===== src/rtl/uart_pkg.sv =====
// Shared UART definitions: frame state encoding, oversampling ratio and the
// data-bit-count constants used by the RS-232 receiver and transmitter.
package uart_pkg;

  typedef enum logic [1:0] {
    IDLE  = 2'd0,
    START = 2'd1,
    DATA  = 2'd2,
    STOP  = 2'd3
  } uart_state_e;

  localparam int OVERSAMPLE = 16;

  localparam logic [3:0] NBITS_6 = 4'd6;
  localparam logic [3:0] NBITS_7 = 4'd7;
  localparam logic [3:0] NBITS_8 = 4'd8;

  // Any unsupported width falls back to a full byte.
  function automatic logic [3:0] norm_nbits(input logic [3:0] n);
    logic [3:0] r;
    case (n)
      NBITS_6: r = NBITS_6;
      NBITS_7: r = NBITS_7;
      default: r = NBITS_8;
    endcase
    return r;
  endfunction

endpackage


===== src/rtl/uart_rs232_tx.sv =====
// RS-232 transmitter: start bit, 6-8 data bits LSB first, one stop bit, each
// bit lasting OVERSAMPLE baud ticks. Tx, TxBusy and TxDone are registered.
//
//   state | meaning
//   IDLE  | line high, waiting for TxStart & TxEn
//   START | driving the start bit (low)
//   DATA  | driving shift register bit 0, one bit per 16 ticks
//   STOP  | driving the stop bit (high), TxDone on its last tick
module uart_rs232_tx
  import uart_pkg::*;
(
  input  logic       Clk,
  input  logic       Rst_n,
  input  logic       Tick,
  input  logic       TxEn,
  input  logic       TxStart,
  input  logic [7:0] TxData,
  input  logic [3:0] NBits,
  output logic       Tx,
  output logic       TxBusy,
  output logic       TxDone
);

  localparam logic [3:0] TICK_LAST = 4'(OVERSAMPLE - 1);

  uart_state_e state, state_nxt;
  logic [3:0]  tick_cnt, tick_cnt_nxt;
  logic [3:0]  bit_cnt, bit_cnt_nxt;
  logic [7:0]  shreg, shreg_nxt;
  logic [3:0]  nbits_q, nbits_nxt;
  logic        tx_nxt, busy_nxt, done_nxt;
  logic        tick_end;

  assign tick_end = Tick && (tick_cnt == TICK_LAST);

  always_ff @(posedge Clk or negedge Rst_n) begin
    if (!Rst_n) begin
      state    <= IDLE;
      tick_cnt <= '0;
      bit_cnt  <= '0;
      shreg    <= '0;
      nbits_q  <= NBITS_8;
      Tx       <= 1'b1;
      TxBusy   <= 1'b0;
      TxDone   <= 1'b0;
    end else begin
      state    <= state_nxt;
      tick_cnt <= tick_cnt_nxt;
      bit_cnt  <= bit_cnt_nxt;
      shreg    <= shreg_nxt;
      nbits_q  <= nbits_nxt;
      Tx       <= tx_nxt;
      TxBusy   <= busy_nxt;
      TxDone   <= done_nxt;
    end
  end

  always_comb begin
    state_nxt    = state;
    tick_cnt_nxt = tick_cnt;
    bit_cnt_nxt  = bit_cnt;
    shreg_nxt    = shreg;
    nbits_nxt    = nbits_q;
    tx_nxt       = Tx;
    busy_nxt     = TxBusy;
    done_nxt     = 1'b0;

    // The 4-bit tick counter wraps from 15 to 0 on its own at the bit boundary.
    if (state != IDLE && Tick) tick_cnt_nxt = tick_cnt + 4'd1;

    case (state)
      IDLE: begin
        tx_nxt = 1'b1;
        if (TxStart && TxEn) begin
          state_nxt    = START;
          tx_nxt       = 1'b0;
          busy_nxt     = 1'b1;
          tick_cnt_nxt = '0;
          bit_cnt_nxt  = '0;
          shreg_nxt    = TxData;
          nbits_nxt    = norm_nbits(NBits);
        end
      end
      START: begin
        if (tick_end) begin
          state_nxt = DATA;
          tx_nxt    = shreg[0];
        end
      end
      DATA: begin
        if (tick_end) begin
          shreg_nxt   = shreg >> 1;
          bit_cnt_nxt = bit_cnt + 4'd1;
          if (bit_cnt + 4'd1 == nbits_q) begin
            state_nxt = STOP;
            tx_nxt    = 1'b1;
          end else begin
            tx_nxt = shreg[1];
          end
        end
      end
      STOP: begin
        if (tick_end) begin
          state_nxt = IDLE;
          busy_nxt  = 1'b0;
          done_nxt  = 1'b1;
        end
      end
      default: state_nxt = IDLE;
    endcase
  end

endmodule


===== config.mk =====
export PLATFORM = sky130hd
export DESIGN_NAME = uart_rs232_tx
export DESIGN_NICKNAME = d
export VERILOG_FILES = /design/src/rtl/uart_pkg.sv /design/src/rtl/uart_rs232_tx.sv
export SDC_FILE = /design/constraint.sdc
export NUM_CORES = 1
export LEC_CHECK = 0
export BUFFER_PORTS_ARGS = -buffer_cell sky130_fd_sc_hd__buf_2
export CORE_ASPECT_RATIO = 0.9
export CORE_UTILIZATION = 50
export CTS_BUF_LIST = sky130_fd_sc_hd__clkbuf_2
export DETAILED_ROUTE_END_ITERATION = 16
export PLACE_DENSITY_LB_ADDON = 0.3
export SLEW_MARGIN = 40
export SYNTH_ARGS = -nofsm -noshare
export SYNTH_HDL_FRONTEND = slang
export SYNTH_SLANG_ARGS = --single-unit

===== constraint.sdc =====
create_clock -name Clk -period 2.96 [get_ports Clk]
set_input_delay 0.296 -clock Clk [delete_from_list [all_inputs] [get_ports Clk]]
set_output_delay 0.296 -clock Clk [all_outputs]
set_load 0.005 [all_outputs]

==> flow_summary.html <==
<table>
<tr><th>Metric</th><th>Value</th></tr>
<tr><th colspan="2">Outcome</th></tr>
<tr><td>Result of the run</td><td>finished clean</td></tr>
<tr><th colspan="2">Clock tree</th></tr>
<tr><td>Later-pin clock latency in the skew report</td><td>roughly 0.35 ns</td></tr>
<tr><td>Number of buffers added by the clock tree synthesis step</td><td>3</td></tr>
<tr><td>Clock Tree Root</td><td>sky130_fd_sc_hd__clkbuf_2</td></tr>
<tr><td>H-tree depth</td><td>1</td></tr>
<tr><td>Maximum count of clock buffers along a single path</td><td>2</td></tr>
<tr><td>Hold bufs inserted after CTS</td><td>1</td></tr>
<tr><td>Resize count post-CTS</td><td>0</td></tr>
<tr><td>Clock transition at the registers of the reported paths</td><td>about 0.24 ns</td></tr>
<tr><td>Number of sinks handled by clock tree synthesis</td><td>24</td></tr>
<tr><td>Post CTS Setup Buffer Count</td><td>0</td></tr>
<tr><td>CTS tree</td><td>yes</td></tr>
<tr><th colspan="2">Drt</th></tr>
<tr><td>Routed vias</td><td>roughly 980</td></tr>
<tr><td>Remaining antenna violation count after routing</td><td>0</td></tr>
<tr><td>Detailed router's first-iteration violation count</td><td>18</td></tr>
<tr><td>Vias per std cell</td><td>around 5.5</td></tr>
<tr><td>Number of DRC violations after detailed routing</td><td>0</td></tr>
<tr><td>1st-pass router iterations</td><td>4</td></tr>
<tr><td>Routed WL per cell</td><td>around 13 microns</td></tr>
<tr><td>Total wire length after detailed routing</td><td>roughly 2.3 mm</td></tr>
<tr><th colspan="2">Worst hold path</th></tr>
<tr><td>Start point of the worst min-delay path</td><td>TxData[7]</td></tr>
<tr><td>Hold path cells</td><td>3</td></tr>
<tr><td>Worst Hold Class</td><td>primary input to register</td></tr>
<tr><td>Worst Hold Endpoint</td><td>shreg[7]</td></tr>
<tr><th colspan="2">Final layout</th></tr>
<tr><td>Ant. Diodes</td><td>0</td></tr>
<tr><td>Reg area</td><td>603 sq um</td></tr>
<tr><td>Synthesis-to-finish area growth</td><td>13.0%</td></tr>
<tr><td>Total of fill cells in the finished design</td><td>approximately 200</td></tr>
<tr><td>Area of the multi-input gates</td><td>around 630 sq um</td></tr>
<tr><td>Final Instance Count excl. Fillers</td><td>around 180</td></tr>
<tr><td>Fraction of layout cells with a size suffix above 1</td><td>~19%</td></tr>
<tr><td>Final core utilization</td><td>59.9%</td></tr>
<tr><td>Final nets</td><td>about 170</td></tr>
<tr><td>Final standard cell area without fillers</td><td>approximately 0.0015 sq mm</td></tr>
<tr><th colspan="2">Timing</th></tr>
<tr><td>Worst slew pin tran</td><td>a little over 0.6 ns</td></tr>
<tr><td>Final hold slack</td><td>0.163 ns</td></tr>
<tr><td>Final critical-path setup slack</td><td>just under 1 ns</td></tr>
<tr><td>Setup tns final</td><td>0 ns</td></tr>
<tr><td>Final hold violation count</td><td>0</td></tr>
<tr><td>Final setup skew</td><td>between 0.02 and 0.025 ns</td></tr>
<tr><td>Setup repair after global routing missed its margin</td><td>no</td></tr>
<tr><td>Relative slew slack</td><td>about 60%</td></tr>
<tr><td>Final worst path period share</td><td>67.2%</td></tr>
<tr><td>Final setup viols</td><td>0</td></tr>
<tr><td>Final period demand of the worst path</td><td>between 1.5 and 2 ns</td></tr>
<tr><td>Max-slew violations</td><td>0</td></tr>
<tr><td>Achievable clock frequency</td><td>502 MHz</td></tr>
<tr><th colspan="2">Pwr</th></tr>
<tr><td>Power per cell area</td><td>between 800 and 900 mW/mm^2</td></tr>
<tr><td>Max rail drop VDD</td><td>0.000654 V</td></tr>
<tr><td>Total power</td><td>roughly 1.3 mW</td></tr>
<tr><td>Static leakage power</td><td>~0.7 nW</td></tr>
<tr><th colspan="2">GRT</th></tr>
<tr><td>Maximum number of pins on one net before global-route repair</td><td>25</td></tr>
<tr><td>Global-route usage over all layers</td><td>between 10% and 20%</td></tr>
<tr><td>Via count of the first global-routing pass</td><td>932</td></tr>
<tr><td>Initial antenna violation count</td><td>0</td></tr>
<tr><td>Aggregate global routing overflow</td><td>0</td></tr>
<tr><td>Global-route wire length before repair</td><td>~4.0 mm</td></tr>
<tr><th colspan="2">Setup path</th></tr>
<tr><td>Critical path fanouts, max</td><td>4</td></tr>
<tr><td>Crit path kind</td><td>register to register</td></tr>
<tr><td>FF-to-FF End</td><td>state[1]</td></tr>
<tr><td>Reg2Reg Setup Slack</td><td>slightly below 1 ns</td></tr>
<tr><td>Startpoint type of the worst setup path</td><td>register</td></tr>
<tr><td>Worst-case reg-to-reg path depth</td><td>6</td></tr>
<tr><td>Data arrival time of the worst path</td><td>roughly 2.3 ns</td></tr>
<tr><td>Source of the worst register-to-register timing path</td><td>bit_cnt[0]</td></tr>
<tr><td>Req. time, crit path</td><td>~3.2 ns</td></tr>
<tr><td>Endpoint class of the critical path</td><td>register</td></tr>
<tr><th colspan="2">Die</th></tr>
<tr><td>Number of top-level design ports</td><td>20</td></tr>
<tr><td>Core Area</td><td>between 0.002 and 0.0025 sq mm</td></tr>
<tr><td>Cell Rows</td><td>17</td></tr>
<tr><td>Die Footprint</td><td>approximately 0.0028 sq mm</td></tr>
<tr><td>Starting density of the core</td><td>a little over half</td></tr>
<tr><td>Die outline height</td><td>just over 50 microns</td></tr>
<tr><td>Width of the chip</td><td>55.7 microns</td></tr>
<tr><th colspan="2">Placement</th></tr>
<tr><td>Worst setup slack after placement</td><td>around 0.98 ns</td></tr>
<tr><td>Placed Area</td><td>approximately 0.0014 sq mm</td></tr>
<tr><td>HPWL after detailed placement</td><td>about 1.7 mm</td></tr>
<tr><td>Cell Count Post-Placement</td><td>173</td></tr>
<tr><td>GPL Wtd Cong</td><td>about 0.80</td></tr>
<tr><td>Count of buffers inserted at the top-level ports</td><td>19</td></tr>
<tr><th colspan="2">Logic synthesis</th></tr>
<tr><td>Net count after synthesis</td><td>between 150 and 200</td></tr>
<tr><td>Yosys warns</td><td>0</td></tr>
<tr><td>Synthesized-area fraction occupied by ao, oa, aoi and oai cells</td><td>about 14%</td></tr>
<tr><td>Area share of fa/ha/maj cells after synthesis</td><td>approximately 5.8%</td></tr>
<tr><td>Post-synthesis simple-gate area fraction</td><td>15.2%</td></tr>
<tr><td>Post-synthesis instance area</td><td>approximately 0.0013 sq mm</td></tr>
<tr><td>Syn avg cell area</td><td>9.98 sq um</td></tr>
<tr><td>Fraction of synthesized cell area in xor and xnor cells</td><td>around 4.1%</td></tr>
<tr><td>Flip-flop and latch count after synthesis</td><td>24</td></tr>
<tr><td>Number of distinct library cell variants in the gate-level netlist after synthesis</td><td>35</td></tr>
<tr><td>Portion of netlist area occupied by mux cells</td><td>a little under a tenth</td></tr>
<tr><td>Share of the yosys chip area belonging to registers</td><td>46.5%</td></tr>
<tr><td>Largest family of logic cells by synthesized area</td><td>simple AND/OR/NAND/NOR gates</td></tr>
<tr><td>Count of mapped cells out of synthesis</td><td>130</td></tr>
<tr><th colspan="2">Run</th></tr>
<tr><td>Number of violations of the max-capacitance limit</td><td>0</td></tr>
</table>
## cell usage after synthesis
cell / number / area share [%]
sky130_fd_sc_hd__mux2i_1: 11 / 8.5
sky130_fd_sc_hd__dfstp_2: 2 / 4.1
sky130_fd_sc_hd__dfrtp_1: 22 / 42
sky130_fd_sc_hd__clkbuf_1: 1 / 0.29
sky130_fd_sc_hd__nand4_1: 1 / 0.48
sky130_fd_sc_hd__nor4b_4: 1 / 1.8
sky130_fd_sc_hd__nor2_1: 11 / 3.2
sky130_fd_sc_hd__ha_1: 6 / 5.8
sky130_fd_sc_hd__o311ai_1: 1 / 0.68
sky130_fd_sc_hd__nor4b_1: 1 / 0.68
sky130_fd_sc_hd__nand2b_1: 1 / 0.48
sky130_fd_sc_hd__a311oi_1: 1 / 0.68
sky130_fd_sc_hd__a21o_1: 2 / 1.2
sky130_fd_sc_hd__o311ai_0: 1 / 0.68
sky130_fd_sc_hd__o22ai_1: 3 / 1.4
sky130_fd_sc_hd__a22oi_1: 1 / 0.58
sky130_fd_sc_hd__and4_1: 1 / 0.68
sky130_fd_sc_hd__nand2_1: 12 / 3.5
sky130_fd_sc_hd__mux2_1: 1 / 0.87
sky130_fd_sc_hd__xor2_1: 4 / 2.7
sky130_fd_sc_hd__o21a_1: 1 / 0.58
sky130_fd_sc_hd__or2_1: 1 / 0.48
sky130_fd_sc_hd__o21bai_1: 1 / 0.58
sky130_fd_sc_hd__a22o_1: 1 / 0.68
sky130_fd_sc_hd__inv_1: 10 / 2.9
sky130_fd_sc_hd__o21ai_0: 7 / 2.7
sky130_fd_sc_hd__nand3_1: 2 / 0.77
sky130_fd_sc_hd__xnor2_1: 2 / 1.4
sky130_fd_sc_hd__buf_2: 4 / 1.5
sky130_fd_sc_hd__o22a_2: 1 / 0.77
sky130_fd_sc_hd__nor3b_1: 1 / 0.58
sky130_fd_sc_hd__or2_2: 1 / 0.48
sky130_fd_sc_hd__a21oi_1: 10 / 3.9
sky130_fd_sc_hd__and2_1: 2 / 0.96
sky130_fd_sc_hd__nand3b_1: 2 / 1.2
## cell families (layout without fill, tap and decap cells)
| logic type | Yosys count | count (layout) |
|---|---|---|
| XOR/XNOR | 6 | 6 |
| multiplexers | 12 | 12 |
| AO/OA/AOI/OAI | 30 | 30 |
| buffers and inverters | 15 | 35 |
| AND/OR/NAND/NOR | 37 | 37 |
| flip-flops | 24 | 24 |
| adder cells (fa/ha/maj) | 6 | 6 |
## power by group
| part | internal [mW] | switching (mW) | leakage, nW | total (mW) |
|---|---|---|---|---|
| clock network | 0.116 | 0.100 | 0.0266 | 0.217 |
| registers | 0.450 | 0.0850 | 0.291 | 0.535 |
| logic | 0.246 | 0.284 | 0.376 | 0.530 |
## worst max-delay path, stage by stage, from the launching register on
cell and delay (ns):
sky130_fd_sc_hd__dfrtp_1 0.46, sky130_fd_sc_hd__ha_1 0.33, sky130_fd_sc_hd__or2_2 0.29, sky130_fd_sc_hd__mux2i_1 0.17
sky130_fd_sc_hd__o311ai_1 0.12, sky130_fd_sc_hd__a21oi_1 0.22, sky130_fd_sc_hd__mux2_1 0.34
## final cells by class
class                      count  area share (%)
clock buffer                   3            1.02
clock inverter                 1            2.05
inverter                      10            2.56
multi-input combinational     91            43.2
sequential                    24            41.1
tap                           28            2.39
timing repair buffer          21            7.68
## sequential cells by signal, indices dropped and copies added (netlist names)
signal,flops
Tx,1
TxBusy,1
TxDone,1
bit_cnt,4
nbits_q,3
shreg,8
state,2
tick_cnt,4
## worst max path at each step
stage	slack (ns)	endpoint	depth (start not counted)	start
5_1_grt	0.81	Tx	5	state[0]
3_3_place_gp	1.02	state[1]	6	bit_cnt[0]
6_report	0.97	state[1]	6	bit_cnt[0]
2_1_floorplan	1.08	state[1]	6	bit_cnt[0]
4_1_cts	0.97	state[1]	6	bit_cnt[0]
3_5_place_dp	0.98	state[1]	6	bit_cnt[0]
## cell usage in the layout, fill, tap and decap left out, types with 2 or more instances in the layout
cell	instances
sky130_fd_sc_hd__a21o_1	2
sky130_fd_sc_hd__nand2_1	12
sky130_fd_sc_hd__inv_1	10
sky130_fd_sc_hd__nand3_1	2
sky130_fd_sc_hd__dfstp_2	2
sky130_fd_sc_hd__o22ai_1	3
sky130_fd_sc_hd__a21oi_1	10
sky130_fd_sc_hd__nand3b_1	2
sky130_fd_sc_hd__o21ai_0	7
sky130_fd_sc_hd__buf_2	19
sky130_fd_sc_hd__dfrtp_1	22
sky130_fd_sc_hd__xor2_1	4
sky130_fd_sc_hd__ha_1	6
sky130_fd_sc_hd__and2_1	2
sky130_fd_sc_hd__xnor2_1	2
sky130_fd_sc_hd__clkbuf_2	3
sky130_fd_sc_hd__nor2_1	11
sky130_fd_sc_hd__mux2i_1	11
## metal layers
metal,wire (microns),GRT usage [%],share of wire [%],up-vias
li1,-,-,-,490
met3,109,6.19,4.7,2
met4,9,2.92,0.39,0
met5,0,0,0,-
met1,1120,22.2,48,468
met2,1090,32.9,47,21
(Power assumes the default switching activity.)
